## src/rtl/gray_trk_pkg.sv

```systemverilog
// Shared types and helpers for the circular Gray-code position tracker.
// Defaults, step-direction encoding and the Gray-to-binary decode.
package gray_trk_pkg;

  localparam int GT_WIDTH  = 3;
  localparam int GT_STABLE = 4;
  localparam int GT_SYNC   = 2;
  localparam int GT_REV_W  = 8;
  localparam int GT_MAX_W  = 8;

  typedef enum logic {
    DIR_DOWN = 1'b0,
    DIR_UP   = 1'b1
  } dir_e;

  // XOR prefix from the MSB; leading zeros decode to zeros.
  function automatic logic [GT_MAX_W-1:0] gray2bin(
    input logic [GT_MAX_W-1:0] g
  );
    logic [GT_MAX_W-1:0] b;
    b[GT_MAX_W-1] = g[GT_MAX_W-1];
    for (int i = GT_MAX_W - 2; i >= 0; i--) begin
      b[i] = b[i+1] ^ g[i];
    end
    return b;
  endfunction

endpackage

```

## src/rtl/gray_to_bin.sv

```systemverilog
// Combinational Gray-to-binary decoder of parametrised width.
// Zero-extends into the shared 8-bit decoder and keeps the low bits.
module gray_to_bin
  import gray_trk_pkg::*;
#(
  parameter int WIDTH = GT_WIDTH
) (
  input  logic [WIDTH-1:0] gray_i,
  output logic [WIDTH-1:0] bin_o
);

  // Decode through the package function.
  always_comb begin
    bin_o = WIDTH'(gray2bin(GT_MAX_W'(gray_i)));
  end

endmodule

```

## src/rtl/gray_position_tracker.sv

```systemverilog
// Synchronised, debounced circular Gray position tracker.
// Reports single steps, direction, revolutions and illegal jumps.
module gray_position_tracker
  import gray_trk_pkg::*;
#(
  parameter int WIDTH         = GT_WIDTH,
  parameter int STABLE_CYCLES = GT_STABLE,
  parameter int SYNC_STAGES   = GT_SYNC,
  parameter int REV_W         = GT_REV_W
) (
  input  logic             clk,
  input  logic             rst_n,
  input  logic             en,
  input  logic             clear,
  input  logic [WIDTH-1:0] code_in,
  output logic [WIDTH-1:0] pos_out,
  output logic             step_valid,
  output logic             step_dir,
  output logic [REV_W-1:0] rev_count,
  output logic             err
);

  localparam int CW = $clog2(STABLE_CYCLES + 1);
  localparam logic [CW-1:0] CNT_MAX = CW'(STABLE_CYCLES);
  localparam logic [CW-1:0] CNT_PRE = CW'(STABLE_CYCLES - 1);
  localparam logic [WIDTH-1:0] D_UP = WIDTH'(1);
  localparam logic [WIDTH-1:0] D_DN = '1;
  localparam logic [WIDTH-1:0] P_MAX = '1;
  localparam logic [WIDTH-1:0] P_MIN = '0;

  logic [SYNC_STAGES-1:0][WIDTH-1:0] sync_q;
  logic [WIDTH-1:0] sync_last;
  logic [WIDTH-1:0] cand_q, cand_d;
  logic [CW-1:0]    cnt_q, cnt_d;
  logic             qualify;

  logic [WIDTH-1:0] bin_new;
  logic [WIDTH-1:0] diff;

  logic             primed_q, primed_d;
  logic [WIDTH-1:0] pos_q, pos_d;
  logic             sv_q, sv_d;
  dir_e             dir_q, dir_d;
  logic [REV_W-1:0] rev_q, rev_d;
  logic             err_q, err_d;

  assign sync_last = sync_q[SYNC_STAGES-1];

  // Input synchroniser chain.
  always_ff @(posedge clk or negedge rst_n) begin
    if (!rst_n) begin
      sync_q <= '0;
    end else begin
      sync_q <= {sync_q[SYNC_STAGES-2:0], code_in};
    end
  end

  // Debounce: track candidate code and its stable run length.
  always_comb begin
    cand_d = cand_q;
    cnt_d  = cnt_q;
    if (sync_last != cand_q) begin
      cand_d = sync_last;
      cnt_d  = '0;
    end else if (!en) begin
      cnt_d = '0;
    end else if (cnt_q < CNT_MAX) begin
      cnt_d = cnt_q + CW'(1);
    end
  end

  // Qualify fires on the edge where the run reaches its target.
  assign qualify = en && (sync_last == cand_q)
                && (cnt_q == CNT_PRE);

  gray_to_bin #(
    .WIDTH(WIDTH)
  ) u_dec (
    .gray_i(cand_q),
    .bin_o (bin_new)
  );

  assign diff = bin_new - pos_q;

  // Step classification, revolution tracking and clear.
  always_comb begin
    primed_d = primed_q;
    pos_d    = pos_q;
    sv_d     = 1'b0;
    dir_d    = dir_q;
    rev_d    = rev_q;
    err_d    = err_q;
    if (qualify) begin
      if (!primed_q) begin
        pos_d    = bin_new;
        primed_d = 1'b1;
      end else if (diff == D_UP) begin
        pos_d = bin_new;
        sv_d  = 1'b1;
        dir_d = DIR_UP;
        if (pos_q == P_MAX) rev_d = rev_q + REV_W'(1);
      end else if (diff == D_DN) begin
        pos_d = bin_new;
        sv_d  = 1'b1;
        dir_d = DIR_DOWN;
        if (pos_q == P_MIN) rev_d = rev_q - REV_W'(1);
      end else if (diff != '0) begin
        pos_d = bin_new;
        err_d = 1'b1;
      end
    end
    if (clear) begin
      rev_d = '0;
      err_d = 1'b0;
    end
  end

  // Debounce and output state registers.
  always_ff @(posedge clk or negedge rst_n) begin
    if (!rst_n) begin
      cand_q   <= '0;
      cnt_q    <= '0;
      primed_q <= 1'b0;
      pos_q    <= '0;
      sv_q     <= 1'b0;
      dir_q    <= DIR_DOWN;
      rev_q    <= '0;
      err_q    <= 1'b0;
    end else begin
      cand_q   <= cand_d;
      cnt_q    <= cnt_d;
      primed_q <= primed_d;
      pos_q    <= pos_d;
      sv_q     <= sv_d;
      dir_q    <= dir_d;
      rev_q    <= rev_d;
      err_q    <= err_d;
    end
  end

  assign pos_out    = pos_q;
  assign step_valid = sv_q;
  assign step_dir   = dir_q;
  assign rev_count  = rev_q;
  assign err        = err_q;

endmodule

```

## config.mk

```make
export PLATFORM = sky130hd
export DESIGN_NAME = gray_position_tracker
export DESIGN_NICKNAME = d
export VERILOG_FILES = /design/src/rtl/gray_trk_pkg.sv /design/src/rtl/gray_to_bin.sv /design/src/rtl/gray_position_tracker.sv
export SDC_FILE = /design/constraint.sdc
export NUM_CORES = 1
export LEC_CHECK = 0
export ABC_AREA = 1
export CAP_MARGIN = 20
export CORE_ASPECT_RATIO = 0.6
export CORE_MARGIN = 1
export CORE_UTILIZATION = 54
export CTS_CLUSTER_DIAMETER = 120
export CTS_CLUSTER_SIZE = 20
export DETAILED_ROUTE_END_ITERATION = 6
export GPL_ROUTABILITY_DRIVEN = 0
export PLACE_DENSITY = 0.78
export SYNTH_ARGS = -nofsm -noshare
export SYNTH_HDL_FRONTEND = slang
export SYNTH_SLANG_ARGS = --single-unit
```

## constraint.sdc

```tcl
create_clock -name clk -period 4.75 [get_ports clk]
set_clock_uncertainty 0.2 [all_clocks]
set_input_delay 0.7125 -clock clk [delete_from_list [all_inputs] [get_ports clk]]
set_output_delay 0.7125 -clock clk [all_outputs]
set_load 0.01 [all_outputs]
```

==> results of run 1 <==
[routing by layer]
metal / track usage / wire, um
met3: 0.0615 / 249
met5: 0 / 0
met1: 0.330 / 1570
met2: 0.347 / 1460
met4: 0.0392 / 6
[final cells by class]
| class | count | share of cell area |
|---|---|---|
| Inverter | 26 | 0.0522 |
| Multi-Input combinational cell | 129 | 0.423 |
| Tap cell | 40 | 0.0268 |
| Sequential cell | 27 | 0.362 |
| Timing Repair Buffer | 21 | 0.111 |
| Clock inverter | 1 | 0.00268 |
| Clock buffer | 3 | 0.0221 |
[kinds of logic after synthesis]
group                      Yosys count  share of synthesized area
AOI/OAI and AO/OA                   20                     0.0787
xor gates and xnor gates             5                     0.0276
adders and majority gates           11                     0.0961
buffers and inverters               30                     0.0772
DFF                                 27                      0.425
and+or+nand+nor                     93                      0.295
[power breakdown]
part           leakage, nW  switching, mW  internal, mW  total, mW
combinational        0.593          0.119        0.0910      0.210
sequential           0.345         0.0152         0.246      0.261
clock               0.0255         0.0703        0.0588      0.129
total                0.964          0.204         0.395      0.599
[flip-flops by register name (all words and copies together) (netlist names)]
register,flops
rev_count,8
cand_q,3
cnt_q,3
pos_out,3
sync_last,3
sync_q,3
err,1
primed_q,1
step_dir,1
step_valid,1
[placed cells by master, fill, tap and decap left out, drive strengths merged]
cell	count
fa	2
nor3	2
nand4	5
o21a	1
o21bai	1
clkdlybuf4s50	20
a31o	1
inv	26
buf	1
ha	9
clkbuf	3
xor2	2
xnor2	3
o21ai	5
nand2	53
a21o	2
a21oi	10
nand3	15
nor2	18
clkinv	1
dfrtp	27
[synthesized netlist by cell type, drive strengths merged, types with 3 or more instances]
cell type   n
nand2      53
dfrtp      27
inv        26
nor2       18
nand3      15
a21oi      10
ha          9
nand4       5
o21ai       5
clkbuf      4
xnor2       3
[critical path: stages (launching register included)]
cell and delay, ns:
dfrtp_1 0.45, xnor2_1 0.29, xor2_1 0.23, ha_1 0.18, inv_1 0.05, fa_1 0.48, nor2_1 0.23, nand3_2 0.29
ha_1 0.47, nand3_1 0.09, nand2_1 0.14, inv_1 0.05, o21bai_1 0.18, nand2_1 0.09, nand2_1 0.07, nor2_1 0.05
nand2_1 0.05, nand2_1 0.05
[per-stage QoR]
step / worst slack [ns] / instance area [um^2] / hold WS, ns / util
floorplan: 1.45 / 1590 / 0.131 / -
global placement: 1.25 / 1820 / 0.133 / 0.689
detailed placement: 1.07 / 1820 / 0.136 / 0.689
CTS: 1.05 / 1870 / 0.158 / 0.706
global route: 0.693 / 1870 / 0.160 / 0.706
finish: 1.02 / 1870 / 0.156 / 0.706
[worst min path at each step]
| stage | start | cells after the start | endpoint |
|---|---|---|---|
| final | sync_q[0]$_DFF_PN0_ | 0 | sync_last[0]$_DFF_PN0_ |
| after global routing | sync_q[0]$_DFF_PN0_ | 0 | sync_last[0]$_DFF_PN0_ |
| after CTS | sync_q[0]$_DFF_PN0_ | 0 | sync_last[0]$_DFF_PN0_ |
| after detailed placement | sync_q[0]$_DFF_PN0_ | 0 | sync_last[0]$_DFF_PN0_ |
| after global placement | sync_q[0]$_DFF_PN0_ | 0 | sync_last[0]$_DFF_PN0_ |
| after floorplan | sync_q[0]$_DFF_PN0_ | 0 | sync_last[0]$_DFF_PN0_ |
==> results.toml, run 1 <==
[status]
status = "finished, final reports clean"

[global_routing]
first_global_vias = 1150
grt-ovfl-total = 0
grt_max_degree = 28
antenna_found_initial = 0
grt.total_usage = 0.225
grt_pass1_wl_mm = 5.28

[floorplanning]
pin_count = 21
coreArea_mm2 = 0.00265
dieArea_mm2 = 0.00317
die_x_um = 72.0
std_cell_rows = 14
start_util = 0.601
die_h_um = 44.0

[clock_tree]
clkSlewWorstSetupHoldPaths_ns = 0.09
clock_path_buffers = 2
post_cts_buffers = 0
postCtsResizedCells = 0
clk_latency_ns = 0.27
cts.sinks = 27
cts_tree = "yes"
cts_root_buf = "clkbuf_8"
htreeDepth = 1
ctsHoldBuffers = 0
numCtsBuffers = 3

[drt]
firstDrtPassIters = 4
dr_total_vias = 1286
vias_per_cell = 5.21
antenna_left = 0
wl_per_cell_um = 13.3
drt-total-wl_mm = 3.29
drc = 0
drt_iter0_markers = 107

[finish]
antenna_cells = 0
fillers = 215
drive_above_1_share = 0.106
stdcell_count = 247
nets = 226
seqCellArea_um2 = 676
multi_input_area_um2 = 791
areaGrowthSynthToFinish_pct = 17.6

[synth]
synth.area.top_cells = "dfrtp_1 (43%), nand2_1 (11%), ha_1 (7.1%)"
async_reset_ff_frac = 1.00
syn_avg_cell_area_um2 = 8.54
ys_warn_count = 0
synth_edf_count = 0
yosysSeqAreaShare = 0.425
synth_cell_types = 29
ys.flop_type = "dfrtp_1"
syn_area_mm2 = 0.00159
synth_top_area_frac = 0.425
synth_top_area_cell = "dfrtp_1"
synth_seq_cells = 27
syn_inst = 186
synth_nets = 204

[pwr]
power.total_mw = 0.599
peakVddDrop_mv = 0.209
powerDensity_mw_per_mm2 = 321
power.leakage_nw = 0.964

[sta]
final.min_clock_period_ns = 3.73
fmax_ghz = 0.268
hold_viol = 0
setup_tns_ns = 0
setup_viol = 0
finalMaxSlewViolations = 0
slew_headroom = 0.716
tightest_slew_ns = 0.426
post-route-period-util = 0.785
rsz0062_at_grt = "false"

[critical_path]
crit_fanout = 11
r2r_start = "cand_q[2]$_DFFE_PN0N_"
ff2ff_path_depth = 17
start_kind = "flip-flop"
critPathCaptureType = "flip-flop"
critPathKind = "flip-flop to flip-flop"
reg2reg_setup_slack_ns = 1.02
worst_ep_required_time_ns = 4.72
cp-endpoint = "rev_count[5]$_DFFE_PN0P_"
arrival_ns = 3.70
reg2reg_to = "rev_count[5]$_DFFE_PN0P_"
critPathLaunch = "cand_q[2]$_DFFE_PN0N_"

[flow_run]
maxCapViolCount = 0

[hold_path]
hold_path.class = "flip-flop to flip-flop"

[place]
io_buffers = 20
dp_hpwl_mm = 2.62
dp.cells = 243
(Power assumes the default switching activity.)
==> run 2: changes to the inputs <==
clock period = 3.5 ns   (was 4.75 ns; I/O delays follow)
==> run 2 against run 1 <==
Compared with the run above:
- count of clock-buffer cells in the layout did not move
- sequential cell count did not move
- fmax rose by 7.9%
- die area did not move
- sequential power rose by 39%
- via count rose by 6.8%
- worst hold slack got worse by 0.0030 ns
- cell count rose by 3.2%
- largest power group is now combinational logic
==> results.toml, run 2 (same netlist as run 1, synthesis figures left out) <==
[critical_path]
reg2reg_setup_slack_ns = 0.04
arrival_ns = 3.43
worst_ep_required_time_ns = 3.47
critPathKind = "flip-flop to flip-flop"
r2r_start = "cand_q[1]$_DFFE_PN0N_"
critPathCaptureType = "flip-flop"
start_kind = "flip-flop"
ff2ff_path_depth = 19
crit_fanout = 8
reg2reg_to = "rev_count[6]$_DFFE_PN0P_"

[drt]
drc = 0
wl_per_cell_um = 16.0
dr_total_vias = 1374
drt_iter0_markers = 144
vias_per_cell = 5.39
antenna_left = 0
firstDrtPassIters = 5
drt-total-wl_mm = 4.08

[clock_tree]
cts.sinks = 27
cts_tree = "yes"
htreeDepth = 1
cts_root_buf = "clkbuf_8"
clkSlewWorstSetupHoldPaths_ns = 0.09
clock_path_buffers = 2
numCtsBuffers = 3
ctsHoldBuffers = 0
clk_latency_ns = 0.28

[place]
io_buffers = 20
dp_hpwl_mm = 2.71
dp.cells = 245

[finish]
layout_common_cells = "nand2_1 (41), dfrtp_1 (26), inv_1 (23)"
fillers = 159
areaGrowthSynthToFinish_pct = 31.7
final_common_cell = "nand2_1"
largest_reg_flops = 8
nets = 234
drive_above_1_share = 0.247
stdcell_count = 255
multi_input_area_um2 = 953
utilization = 0.791
antenna_cells = 0
seqCellArea_um2 = 677

[global_routing]
antenna_found_initial = 0
grt_max_degree = 28
grt_pass1_wl_mm = 5.89
grt.total_usage = 0.254
grt-ovfl-total = 0
first_global_vias = 1266

[hold_path]
hold_end = "sync_last[2]$_DFF_PN0_"
hold_path.class = "flip-flop to flip-flop"
hp-start = "sync_q[2]$_DFF_PN0_"
holdPathStages = 0

[floorplanning]
start_util = 0.601
std_cell_rows = 14
dieArea_mm2 = 0.00317
die_h_um = 44.0
die_x_um = 72.0
coreArea_mm2 = 0.00265
pin_count = 21

[sta]
final.min_clock_period_ns = 3.46
post-route-period-util = 0.988
hold_ws_ns = 0.153
fmax_ghz = 0.289
rsz0062_at_grt = "true"
hold_viol = 0
slew_headroom = 0.711
tightest_slew_ns = 0.433
finalMaxSlewViolations = 0
setup_viol = 0

[status]
status = "finished, final reports clean"

[pwr]
power.total_mw = 0.929
peakVddDrop_mv = 0.334
powerDensity_mw_per_mm2 = 444
power.leakage_nw = 1.01

[flow_run]
maxCapViolCount = 0
## run 2: changes by cell type in the layout (fill, tap and decap cells not counted), moves of 3 or more
cell,change
nand3_4,+3
nand2_1,-4
buf_4,+8
ha_1,-7
ha_4,+6
nand2_2,+3
## run 2: worst max-delay path by stage
stage / start / endpoint / slack [ns] / depth (start not counted)
after global routing: cand_q[1]$_DFFE_PN0N_ / rev_count[6]$_DFFE_PN0P_ / -0.11 / 19
final: cand_q[1]$_DFFE_PN0N_ / rev_count[6]$_DFFE_PN0P_ / 0.04 / 19
after detailed placement: cand_q[2]$_DFFE_PN0N_ / rev_count[7]$_DFFE_PN0P_ / -0.18 / 15
after global placement: cand_q[2]$_DFFE_PN0N_ / rev_count[7]$_DFFE_PN0P_ / 0.10 / 15
after floorplan: cand_q[2]$_DFFE_PN0N_ / rev_count[5]$_DFFE_PN0P_ / 0.20 / 17
after CTS: cand_q[2]$_DFFE_PN0N_ / rev_count[6]$_DFFE_PN0P_ / 0.06 / 19
## run 2: critical path, stage by stage (launching register included)
cell     delay [ns]
dfrtp_1        0.43
xnor2_2        0.23
xor2_1         0.26
ha_2           0.22
inv_1          0.05
fa_2           0.35
inv_1          0.09
nand2_2        0.09
nand2_2        0.08
nand2_2        0.08
nand3_4        0.21
inv_2          0.07
fa_2           0.38
inv_2          0.08
nand4_1        0.11
nand3_1        0.11
xnor2_1        0.14
nor2_1         0.07
nand2_1        0.07
nand2_1        0.05
## run 2: repair_timing
item	CTS	global route
resized for setup	6	24
buffers inserted	1	5
endpoints found under the setup margin	4	4
pin swaps	1	12
gates cloned	0	0
## run 2: final cells by class
cell class,count,share of cell area
Sequential cell,27,0.324
Inverter,26,0.0467
Clock inverter,1,0.00239
Tap cell,40,0.0239
Timing Repair Buffer,29,0.128
Clock buffer,3,0.0197
Multi-Input combinational cell,129,0.456
## run 2: metal layers
| metal | vias up | routed length, um | GRT usage |
|---|---|---|---|
| met5 | - | 0 | 0 |
| met4 | 0 | 53 | 0.0627 |
| met3 | 11 | 347 | 0.0615 |
| met2 | 77 | 1930 | 0.411 |
| met1 | 633 | 1750 | 0.352 |
| li1 | 653 | - | - |
## run 2: through the flow
step	setup TNS [ns]	worst slack [ns]	cell area, um^2
2_1_floorplan	0	0.197	1590
3_3_place_gp	0	0.101	1840
3_5_place_dp	-0.347	-0.176	1840
4_1_cts	0	0.0622	1940
5_1_grt	-0.211	-0.105	2090
6_report	0	0.0428	2090
## run 2: power by group
group / internal (mW) / leakage, nW / switching (mW) / total [mW]
clock: 0.0801 / 0.0255 / 0.0990 / 0.179
combinational: 0.181 / 0.639 / 0.206 / 0.386
sequential: 0.333 / 0.344 / 0.0299 / 0.363
total: 0.594 / 1.01 / 0.335 / 0.929
==> run 3: changes to the inputs <==
CORE_ASPECT_RATIO = 0.7   (was 0.6)
CORE_UTILIZATION = 61   (was 54)
CTS_BUF_LIST = sky130_fd_sc_hd__clkbuf_2   (was unset)
PLACE_DENSITY = 0.87   (was 0.78)
clock period = 4.2 ns   (was 3.5 ns; I/O delays follow)
==> run 3 against run 2 <==
Compared with the run above:
- critical path depth down 2
- clock power down 46%
- sequential power down 19%
- worst setup slack better by 0.37 ns
- register-to-register slack better by 0.37 ns
- combinational power down 39%
- sequential cell count unchanged
- largest cell class unchanged
- largest power group is now sequential cells
==> results.toml, run 3 (same netlist as run 1, synthesis figures left out) <==
[status]
status = "finished, final reports clean"

[drt]
top_layer = "met4"
firstDrtPassIters = 4
drc = 0
wl_per_cell_um = 13.4
dr_wl_met3_um = 182
antenna_left = 0
dr_total_vias = 1271
vias_per_cell = 5.27
met1_length_mm = 1.46
drt_iter0_markers = 186
drt-total-wl_mm = 3.22
met2_length_mm = 1.55

[clock_tree]
clk_latency_ns = 0.36
cts.sinks = 27
cts_tree = "yes"
numCtsBuffers = 3
ctsHoldBuffers = 0
cts_root_buf = "clkbuf_2"
post_cts_buffers = 0
postCtsResizedCells = 0
htreeDepth = 1
clkSlewWorstSetupHoldPaths_ns = 0.23
clock_path_buffers = 2

[place]
dp.cells = 237
io_buffers = 20
placed_area_mm2 = 0.00181
pre_cts_slack_ns = 0.479
dp_hpwl_mm = 2.56

[global_routing]
grt.total_usage = 0.253
first_global_vias = 1199
antenna_found_initial = 0
grt_max_degree = 28
grt-ovfl-total = 0
grt_pass1_wl_mm = 5.38

[pwr]
power.total_mw = 0.628
switching_share = 0.358
pwr-share-seq = 0.468
peakVddDrop_mv = 0.252
combinationalPowerShare = 0.377
clock_power_share = 0.155
power_switching_mw = 0.225
powerDensity_mw_per_mm2 = 343
power.leakage_nw = 0.955
internal_power_mw = 0.403

[sta]
post-route-period-util = 0.901
slew_headroom = 0.715
fmax_ghz = 0.264
setup_ws_ns = 0.417
setup_viol = 0
tightest_slew_ns = 0.424
finalMaxSlewViolations = 0
setup_tns_ns = 0
hold_viol = 0
hold_ws_ns = 0.181
rsz0062_at_grt = "false"
final.min_clock_period_ns = 3.78

[finish]
antenna_cells = 0
areaGrowthSynthToFinish_pct = 15.4
layout_common_cells = "nand2_1 (45), dfrtp_1 (27), inv_1 (25)"
final_area_mm2 = 0.00183
nets = 226
largest_reg_flops = 8
drive_above_1_share = 0.106
final_common_cell = "nand2_1"
stdcell_count = 241
utilization = 0.746

[floorplanning]
dieArea_mm2 = 0.00282
start_util = 0.646
die_x_um = 63.0
std_cell_rows = 15
coreArea_mm2 = 0.00246
die_h_um = 44.7
pin_count = 21

[critical_path]
worst_ep_required_time_ns = 4.28
critPathCaptureType = "flip-flop"
reg2reg_to = "rev_count[5]$_DFFE_PN0P_"
crit_fanout = 11
ff2ff_path_depth = 17
cp-endpoint = "rev_count[5]$_DFFE_PN0P_"
start_kind = "flip-flop"
reg2reg_setup_slack_ns = 0.42
r2r_start = "cand_q[2]$_DFFE_PN0N_"
critPathLaunch = "cand_q[2]$_DFFE_PN0N_"
critPathKind = "flip-flop to flip-flop"
arrival_ns = 3.87

[hold_path]
hp-start = "sync_q[2]$_DFF_PN0_"
hold_path.class = "flip-flop to flip-flop"

[flow_run]
maxCapViolCount = 0
run 3: cell count changes in the layout (fill, tap and decap cells not counted), moves of 3 or more:
cell      delta
buf_4        -8
ha_1         +7
ha_4         -6
nand2_1      +4
clkbuf_2     +3
clkbuf_8     -3
nand2_2      -3
nand3_4      -3
run 3: metal layers:
| metal | vias up | track usage |
|---|---|---|
| li1 | 633 | - |
| met1 | 582 | 0.334 |
| met2 | 50 | 0.422 |
| met3 | 6 | 0.0606 |
| met4 | 0 | 0.0791 |
| met5 | - | 0 |
run 3: power groups by stage:
| stage | combinational [mW] | sequential (mW) | clock (mW) |
|---|---|---|---|
| floorplan | 0.157 | 0.302 | 0 |
| global placement | 0.220 | 0.298 | 0 |
| detailed placement | 0.233 | 0.299 | 0 |
| CTS | 0.235 | 0.294 | 0.102 |
| global route | 0.263 | 0.298 | 0.114 |
| finish | 0.237 | 0.294 | 0.0973 |
run 3: final cells by class:
type	instances	area (um^2)
tap	34	42.5
clock inverter	1	5.00
inverter	26	97.6
fill	179	624
sequential	27	676
clock buffer	3	15.0
timing repair buffer	21	208
multi-input combinational	129	791
run 3: how the worst min path moves through the flow:
stage | end | depth (start not counted)
2_1_floorplan | cand_q[0]$_DFFE_PN0N_ | 0
3_3_place_gp | sync_last[2]$_DFF_PN0_ | 0
3_5_place_dp | sync_last[2]$_DFF_PN0_ | 0
4_1_cts | sync_last[2]$_DFF_PN0_ | 0
5_1_grt | sync_last[2]$_DFF_PN0_ | 0
6_report | sync_last[2]$_DFF_PN0_ | 0
run 3: worst max-delay path, cell delays in order, from the launching register on:
cell and delay, ns:
dfrtp_1 0.48, xnor2_1 0.30, xor2_1 0.25, ha_1 0.20
inv_1 0.06, fa_1 0.49, nor2_1 0.22, nand3_2 0.29
ha_1 0.48, nand3_1 0.09, nand2_1 0.14, inv_1 0.06
o21bai_1 0.19, nand2_1 0.07, nand2_1 0.06, nor2_1 0.04
nand2_1 0.05, nand2_1 0.04
